<file path="src/rtl/id_stage.sv">
// Instruction decode stage: 32x32 register file with writeback bypass, field
// decode, load-use hazard detection and the ID/EX pipeline register.
module id_stage (
    input  logic        clk,
    input  logic        rst_n,
    input  logic [31:0] instr,
    input  logic        instr_valid,
    input  logic        stall,
    input  logic        flush,
    input  logic        wb_we,
    input  logic [4:0]  wb_addr,
    input  logic [31:0] wb_data,
    output logic [5:0]  opcode,
    output logic [31:0] rs_content,
    output logic [31:0] rt_content,
    output logic [4:0]  shamt,
    output logic [5:0]  ALU_control,
    output logic [15:0] immediate,
    output logic [4:0]  dest_addr,
    output logic        ex_valid,
    output logic        hazard
);

    localparam logic [5:0] OP_RTYPE = 6'b000000;
    localparam logic [5:0] OP_LOAD  = 6'b100011;

    logic [31:0] rf_q [32];

    logic [5:0]  op_f;
    logic [4:0]  rs_f, rt_f, rd_f, sh_f;
    logic [5:0]  fn_f;
    logic [15:0] imm_f;
    logic [31:0] rs_val, rt_val;
    logic        wb_live;

    logic [5:0]  opcode_q, opcode_d;
    logic [31:0] rs_content_q, rs_content_d;
    logic [31:0] rt_content_q, rt_content_d;
    logic [4:0]  shamt_q, shamt_d;
    logic [5:0]  alu_ctrl_q, alu_ctrl_d;
    logic [15:0] immediate_q, immediate_d;
    logic [4:0]  dest_addr_q, dest_addr_d;
    logic        ex_valid_q, ex_valid_d;

    assign op_f  = instr[31:26];
    assign rs_f  = instr[25:21];
    assign rt_f  = instr[20:16];
    assign rd_f  = instr[15:11];
    assign sh_f  = instr[10:6];
    assign fn_f  = instr[5:0];
    assign imm_f = instr[15:0];

    // R0 is never written, so reading rf_q[0] always yields zero.
    assign wb_live = wb_we && (wb_addr != 5'd0);
    assign rs_val  = (wb_live && (wb_addr == rs_f)) ? wb_data : rf_q[rs_f];
    assign rt_val  = (wb_live && (wb_addr == rt_f)) ? wb_data : rf_q[rt_f];

    // Handshake: instr is consumed on an edge with flush=0, stall=0 and
    // hazard=0; while hazard is high upstream must hold instr unchanged.
    assign hazard = instr_valid && ex_valid_q && (opcode_q == OP_LOAD) &&
                    (dest_addr_q != 5'd0) &&
                    ((dest_addr_q == rs_f) || (dest_addr_q == rt_f));

    always_comb begin
        opcode_d     = opcode_q;
        rs_content_d = rs_content_q;
        rt_content_d = rt_content_q;
        shamt_d      = shamt_q;
        alu_ctrl_d   = alu_ctrl_q;
        immediate_d  = immediate_q;
        dest_addr_d  = dest_addr_q;
        ex_valid_d   = ex_valid_q;
        if (flush || (!stall && (hazard || !instr_valid))) begin
            opcode_d     = '0;
            rs_content_d = '0;
            rt_content_d = '0;
            shamt_d      = '0;
            alu_ctrl_d   = '0;
            immediate_d  = '0;
            dest_addr_d  = '0;
            ex_valid_d   = 1'b0;
        end else if (!stall) begin
            opcode_d     = op_f;
            rs_content_d = rs_val;
            rt_content_d = rt_val;
            shamt_d      = sh_f;
            alu_ctrl_d   = (op_f == OP_RTYPE) ? fn_f : 6'd0;
            immediate_d  = imm_f;
            dest_addr_d  = (op_f == OP_RTYPE) ? rd_f : rt_f;
            ex_valid_d   = 1'b1;
        end
    end

    always_ff @(posedge clk or negedge rst_n) begin
        if (!rst_n) begin
            for (int i = 0; i < 32; i++) rf_q[i] <= '0;
        end else if (wb_live) begin
            rf_q[wb_addr] <= wb_data;
        end
    end

    always_ff @(posedge clk or negedge rst_n) begin
        if (!rst_n) begin
            opcode_q     <= '0;
            rs_content_q <= '0;
            rt_content_q <= '0;
            shamt_q      <= '0;
            alu_ctrl_q   <= '0;
            immediate_q  <= '0;
            dest_addr_q  <= '0;
            ex_valid_q   <= 1'b0;
        end else begin
            opcode_q     <= opcode_d;
            rs_content_q <= rs_content_d;
            rt_content_q <= rt_content_d;
            shamt_q      <= shamt_d;
            alu_ctrl_q   <= alu_ctrl_d;
            immediate_q  <= immediate_d;
            dest_addr_q  <= dest_addr_d;
            ex_valid_q   <= ex_valid_d;
        end
    end

    assign opcode      = opcode_q;
    assign rs_content  = rs_content_q;
    assign rt_content  = rt_content_q;
    assign shamt       = shamt_q;
    assign ALU_control = alu_ctrl_q;
    assign immediate   = immediate_q;
    assign dest_addr   = dest_addr_q;
    assign ex_valid    = ex_valid_q;

endmodule

</file>
<file path="config.mk">
export PLATFORM = sky130hd
export DESIGN_NAME = id_stage
export DESIGN_NICKNAME = d
export VERILOG_FILES = /design/src/rtl/id_stage.sv
export SDC_FILE = /design/constraint.sdc
export NUM_CORES = 2
export LEC_CHECK = 0
export BUFFER_PORTS_ARGS = -buffer_cell sky130_fd_sc_hd__buf_2
export CORE_ASPECT_RATIO = 1.4
export CORE_MARGIN = 2
export CORE_UTILIZATION = 55
export DETAILED_ROUTE_END_ITERATION = 12
export GPL_TIMING_DRIVEN = 1
export PLACE_DENSITY = 0.74
export SLEW_MARGIN = 20
export SYNTH_ARGS = -nofsm -noshare
export SYNTH_HDL_FRONTEND = slang
export SYNTH_SLANG_ARGS = --single-unit
</file>
<file path="constraint.sdc">
create_clock -name clk -period 3.1 [get_ports clk]
set_input_delay 0.62 -clock clk [delete_from_list [all_inputs] [get_ports clk]]
set_output_delay 0.62 -clock clk [all_outputs]
set_load 0.05 [all_outputs]
</file>
== Yosys cells after proc, flatten, opt, wreduce, memory -nomap -nowiden ==
Index checks and enable logic that the tools add are counted.

* Add/subtract/negate cells: 0
* $mul: 0
* Div/mod/pow operators: 0
* Magnitude comparators: 4
* Eq/ne operators: 6
* Shifts and indexed selects: 0
* Multiplexer cells: 29
* Bitwise operators: 3
* Reductions and logical operators: 17

{| class="wikitable"
|+ Operator list
! operator !! count
|-
| 1024-bit bitwise mux || 1
|-
| 32-bit 2-to-1 mux || 11
|-
| 32-bit binary-select mux with 5-bit select || 2
|-
| 32-bit demux with 5-bit select || 1
|-
| 16-bit 2-to-1 mux || 2
|-
| 6-bit 2-to-1 mux || 5
|-
| 5-bit 2-to-1 mux || 5
|-
| 5-bit equality test || 4
|-
| 6-bit >= comparator, second input constant || 3
|-
| 5-bit NOT with 6-bit output || 3
|-
| 5-bit nonzero test || 2
|-
| 1-bit logical AND || 9
|-
| 6-bit equality test, second input constant || 1
|-
| 6-bit zero test || 1
|-
| 6-bit by 1-bit < comparator with 1-bit output, second input constant || 1
|-
| 1-bit logical OR || 3
|-
| 1-bit zero test || 2
|-
| 1-bit 2-to-1 mux || 2
|-
| 2-bit by 1-bit inequality test with 1-bit output, second input constant || 1
|}

* Register bits: 1127
* Latch bits: 0
* Memory bits (writable): 0
* Bits in read-only memories: 0
* Input bits: 75
* Output and inout bits: 104
* Logic and storage cells: 99
* Memories: 0

== Longest topological paths before layout ==
* Word-level depth: 8
* Depth in mapped cells: 9
* Gate-level depth less buffers: 5

== Worst setup path after synthesis ==
OpenSTA, ideal clock, no wires.

* Path type: input to output
* Start: input instr[23]
* End: output hazard
* Arrival time: 1.888 ns
* Data required time: 2.480 ns
* Slack: 0.592 ns
* Stages on the path: 6
* Path buffers: 2
* Path through: buf_4 -> buf_4 -> xnor2_1 -> nand3_1 -> o22ai_1 -> and2_1

* Word-level cells in the longest chain between the ends: 3

{| class="wikitable"
|+ RTL lines
! item !! RTL line !! source
|-
| start: declaration || 6 || <nowiki>input logic [31:0] instr,</nowiki>
|-
| 5-bit equality test || 62 || <nowiki>((dest_addr_q == rs_f) || (dest_addr_q == rt_f));</nowiki>
|-
| 1-bit logical OR || 62 ||
|-
| 1-bit logical AND || 61 || <nowiki>(dest_addr_q != 5'd0) &&</nowiki>
|-
| end: declaration || 21 || <nowiki>output logic hazard</nowiki>
|}

No other way between the ends.

== Worst setup path in the final report ==
* Start: register dest_addr_q[1], in the netlist dest_addr[1]
* End: output hazard

* Word-level cells in the longest chain between the ends: 3
* Elaborated cells on any way between the ends: 6
* Classes of those cells: 2 x eq/ne; 4 x reduce/logical

{| class="wikitable"
|+ RTL lines
! item !! RTL line !! source
|-
| start: declaration || 42 || <nowiki>logic [4:0] dest_addr_q, dest_addr_d;</nowiki>
|-
| start signal: assignment || 119 || <nowiki>dest_addr_q <= dest_addr_d;</nowiki>
|-
| 5-bit equality test or 5-bit nonzero test (tied branches) || 62, 61 ||
|-
| 1-bit logical OR or 1-bit logical AND (tied branches) || 62, 60 ||
|-
| 1-bit logical AND (*) || 61 ||
|}

Mark *: on every way between the ends. The rest lies on a longest branch, timed or not.

==> out/metrics.yaml <==
syn_area_mm2: 0.0595
cts.sink_count: 1122
postRouteAntennaNets: 0
powerDensity_mw_per_mm2: 609
cp.required_ps: 2480
drt_wl_total_um: 202000
finalHoldViolations: 0
grt_usage_pct: 36.2
synth_common_cells: "1,122 x dfrtp_1, 1,024 x mux2i_1, 977 x mux2_2"
synth-edff-count: 0
port-buffer-count: 178
htree_levels: 3
final_nets: 4734
fillerInstances: 8297
finalPower_mw: 40.5
clk_latency_ps: 740
grt_max_degree: 103
core_area_mm2: 0.107
die_area_mm2: 0.111
fin_crit_ps: 3010
path_buf_inv: 1
regArea_mm2: 0.0281
synth-seq-cells: 1122
setup_viol: 0
crit_arrival_ps: 2390
maxCapViolCount: 0
ios: 179
tightest_slew_ps: 797
leakage_nw: 30.9
post_synth_inst_count: 4657
synth_area_leader_cell: "dfrtp_1"
synth_area_leaders: "dfrtp_1 47%, mux2_2 19%, mux2i_1 17%"
via_count: 43400
fin_skew_ps: 32.2
initial_core_util_pct: 55.5
multi_input_area_mm2: 0.0292
placementRows: 142
synth_top_area_share_pct: 47.2
vdd_drop_max_uv: 431
avgRoutedWirePerCell_um: 32.6
grt_pass1_vias: 44100
fin_crit_sh_pct: 97.0
ctsResizeCount: 0
grt_pass1_wl_um: 293000
yosysSeqAreaShare_pct: 47.2
place_hpwl_um: 123000
end_kind: "output port"
maxSlewViolCount: 0
cts_tree: "built"
tns_ps: 0
numCtsBuffers: 107
ys_types: 44
critPathSlowestCell: "or4_1"
slowest_delay_ps: 530
cp-start-kind: "flip-flop"
crit_family: "simple AND/OR/NAND/NOR gates"
fmax_mhz: 333
rsz0062_at_grt: "false"
synth_warnings: 0
gp_congestion: 0.892
synthArstFlopShare_pct: 100
clockRootBuffer: "clkbuf_16"
crit_chain: "or4_1 -> nor2_1 -> nor3_1 -> and2_1 -> buf_2"
antenna_found_initial: 13
grt_overflow: 0
clk_pin_slew_worst_paths_ps: 60
maxSlewHeadroom_pct: 46.9
synth.net_count: 4732
post_cts_buffers: 0
cts_max_path_buffers: 3
drc: 0
utilization_pct: 62.0
path_class: "flip-flop to output port"
syn_avg_cell_area_um2: 12.8
vias_per_cell: 7.01
synth_flop_cell: "dfrtp_1"
die_y_um: 393
yosysMostFrequentCell: "dfrtp_1"
area_growth_pct: 11.8
hold_path_class: "input pin to flip-flop"
drt_iter0_drc: 4581
die_w_um: 282
drive_above_1_share_pct: 34.7
worstPathMaxFanout: 5
outcome: "finished, final reports clean"
dr.pass1.iters: 6
## power breakdown
part	leakage, nW	internal, mW	total, mW	switching, mW
sequential	14.5	17.2	19.3	2.02
clock	1.79	7.75	13.7	5.91
combinational	14.6	3.82	7.55	3.73
total	30.9	28.8	40.5	11.7
## stage by stage
stage	hold slack, ps	area (µm²)	setup WS (ps)	cells
floorplan	324	59500	592	4657
global placement	384	62800	301	5989
detailed placement	388	62800	252	5989
CTS	79.6	66400	92.1	6187
global route	110	66400	46.9	6189
finish	113	66400	94.2	6193
## path summary, 6_finish.rpt
check	slack, ps	startpoint	cells past startpoint	end
max in group asynchronous	1550	rst_n	4	rf_q[369]$_DFFE_PN0P_
worst max-delay path	90	dest_addr[1]$_DFFE_PN0P_	5	hazard
min in group asynchronous	370	rst_n	2	rf_q[29]$_DFFE_PN0P_
worst min register to register	400	rf_q[1003]$_DFFE_PN0P_	0	rf_q[1003]$_DFFE_PN0P_
worst min-delay path	110	instr[7]	2	shamt[1]$_DFFE_PN0P_
worst max register to register	730	dest_addr[1]$_DFFE_PN0P_	6	rs_content[22]$_DFFE_PN0P_
## cell families after synthesis
family,Yosys count,synth area share [%]
mux,2021,36.1
flops,1122,47.2
compound gates,678,8.81
buf+inv,523,4.39
simple gates,293,3.17
xor+xnor,20,0.295
## per-layer routing
layer | GRT usage [%] | up-vias | part of all wire, %
li1 | - | 17600 | -
met1 | 44.4 | 22400 | 37
met2 | 56.4 | 2477 | 46
met3 | 8.93 | 816 | 9.4
met4 | 24.9 | 18 | 7.7
met5 | 0 | - | 0.058
## cell type report
cell class / instances / area share (%)
antenna: 6 / 0.0226
timing repair buffer: 416 / 5.64
clock inverter: 47 / 0.768
multi-input combinational: 3012 / 43.9
clock buffer: 150 / 4.68
sequential: 1122 / 42.3
tap: 1440 / 2.71
## repair_timing
| item | in CTS | in global routing |
|---|---|---|
| hold buffers | 1 | 0 |
| endpoints found under the setup margin | 0 | 0 |
| hold endpoints to repair | 19 | 0 |
## flip-flops by register name (all words and copies together) (netlist names)
| name | cells |
|---|---|
| rf_q | 1024 |
| rs_content | 32 |
| rt_content | 32 |
| immediate | 12 |
| ALU_control | 6 |
| opcode | 6 |
| dest_addr | 5 |
| shamt | 4 |
| ex_valid | 1 |
## layout by cell type (no fill, tap or decap), types with 64 or more instances in the layout
cell type and instances:
a22o_1 91, dfrtp_1 1122, buf_2 175, nand3_1 69
o31ai_1 64, buf_12 83, mux2_2 977, buf_4 154
mux2i_1 1024, clkbuf_16 109, a22oi_1 512, nand4_1 128
No activity file was read; power rests on OpenSTA's default activity.
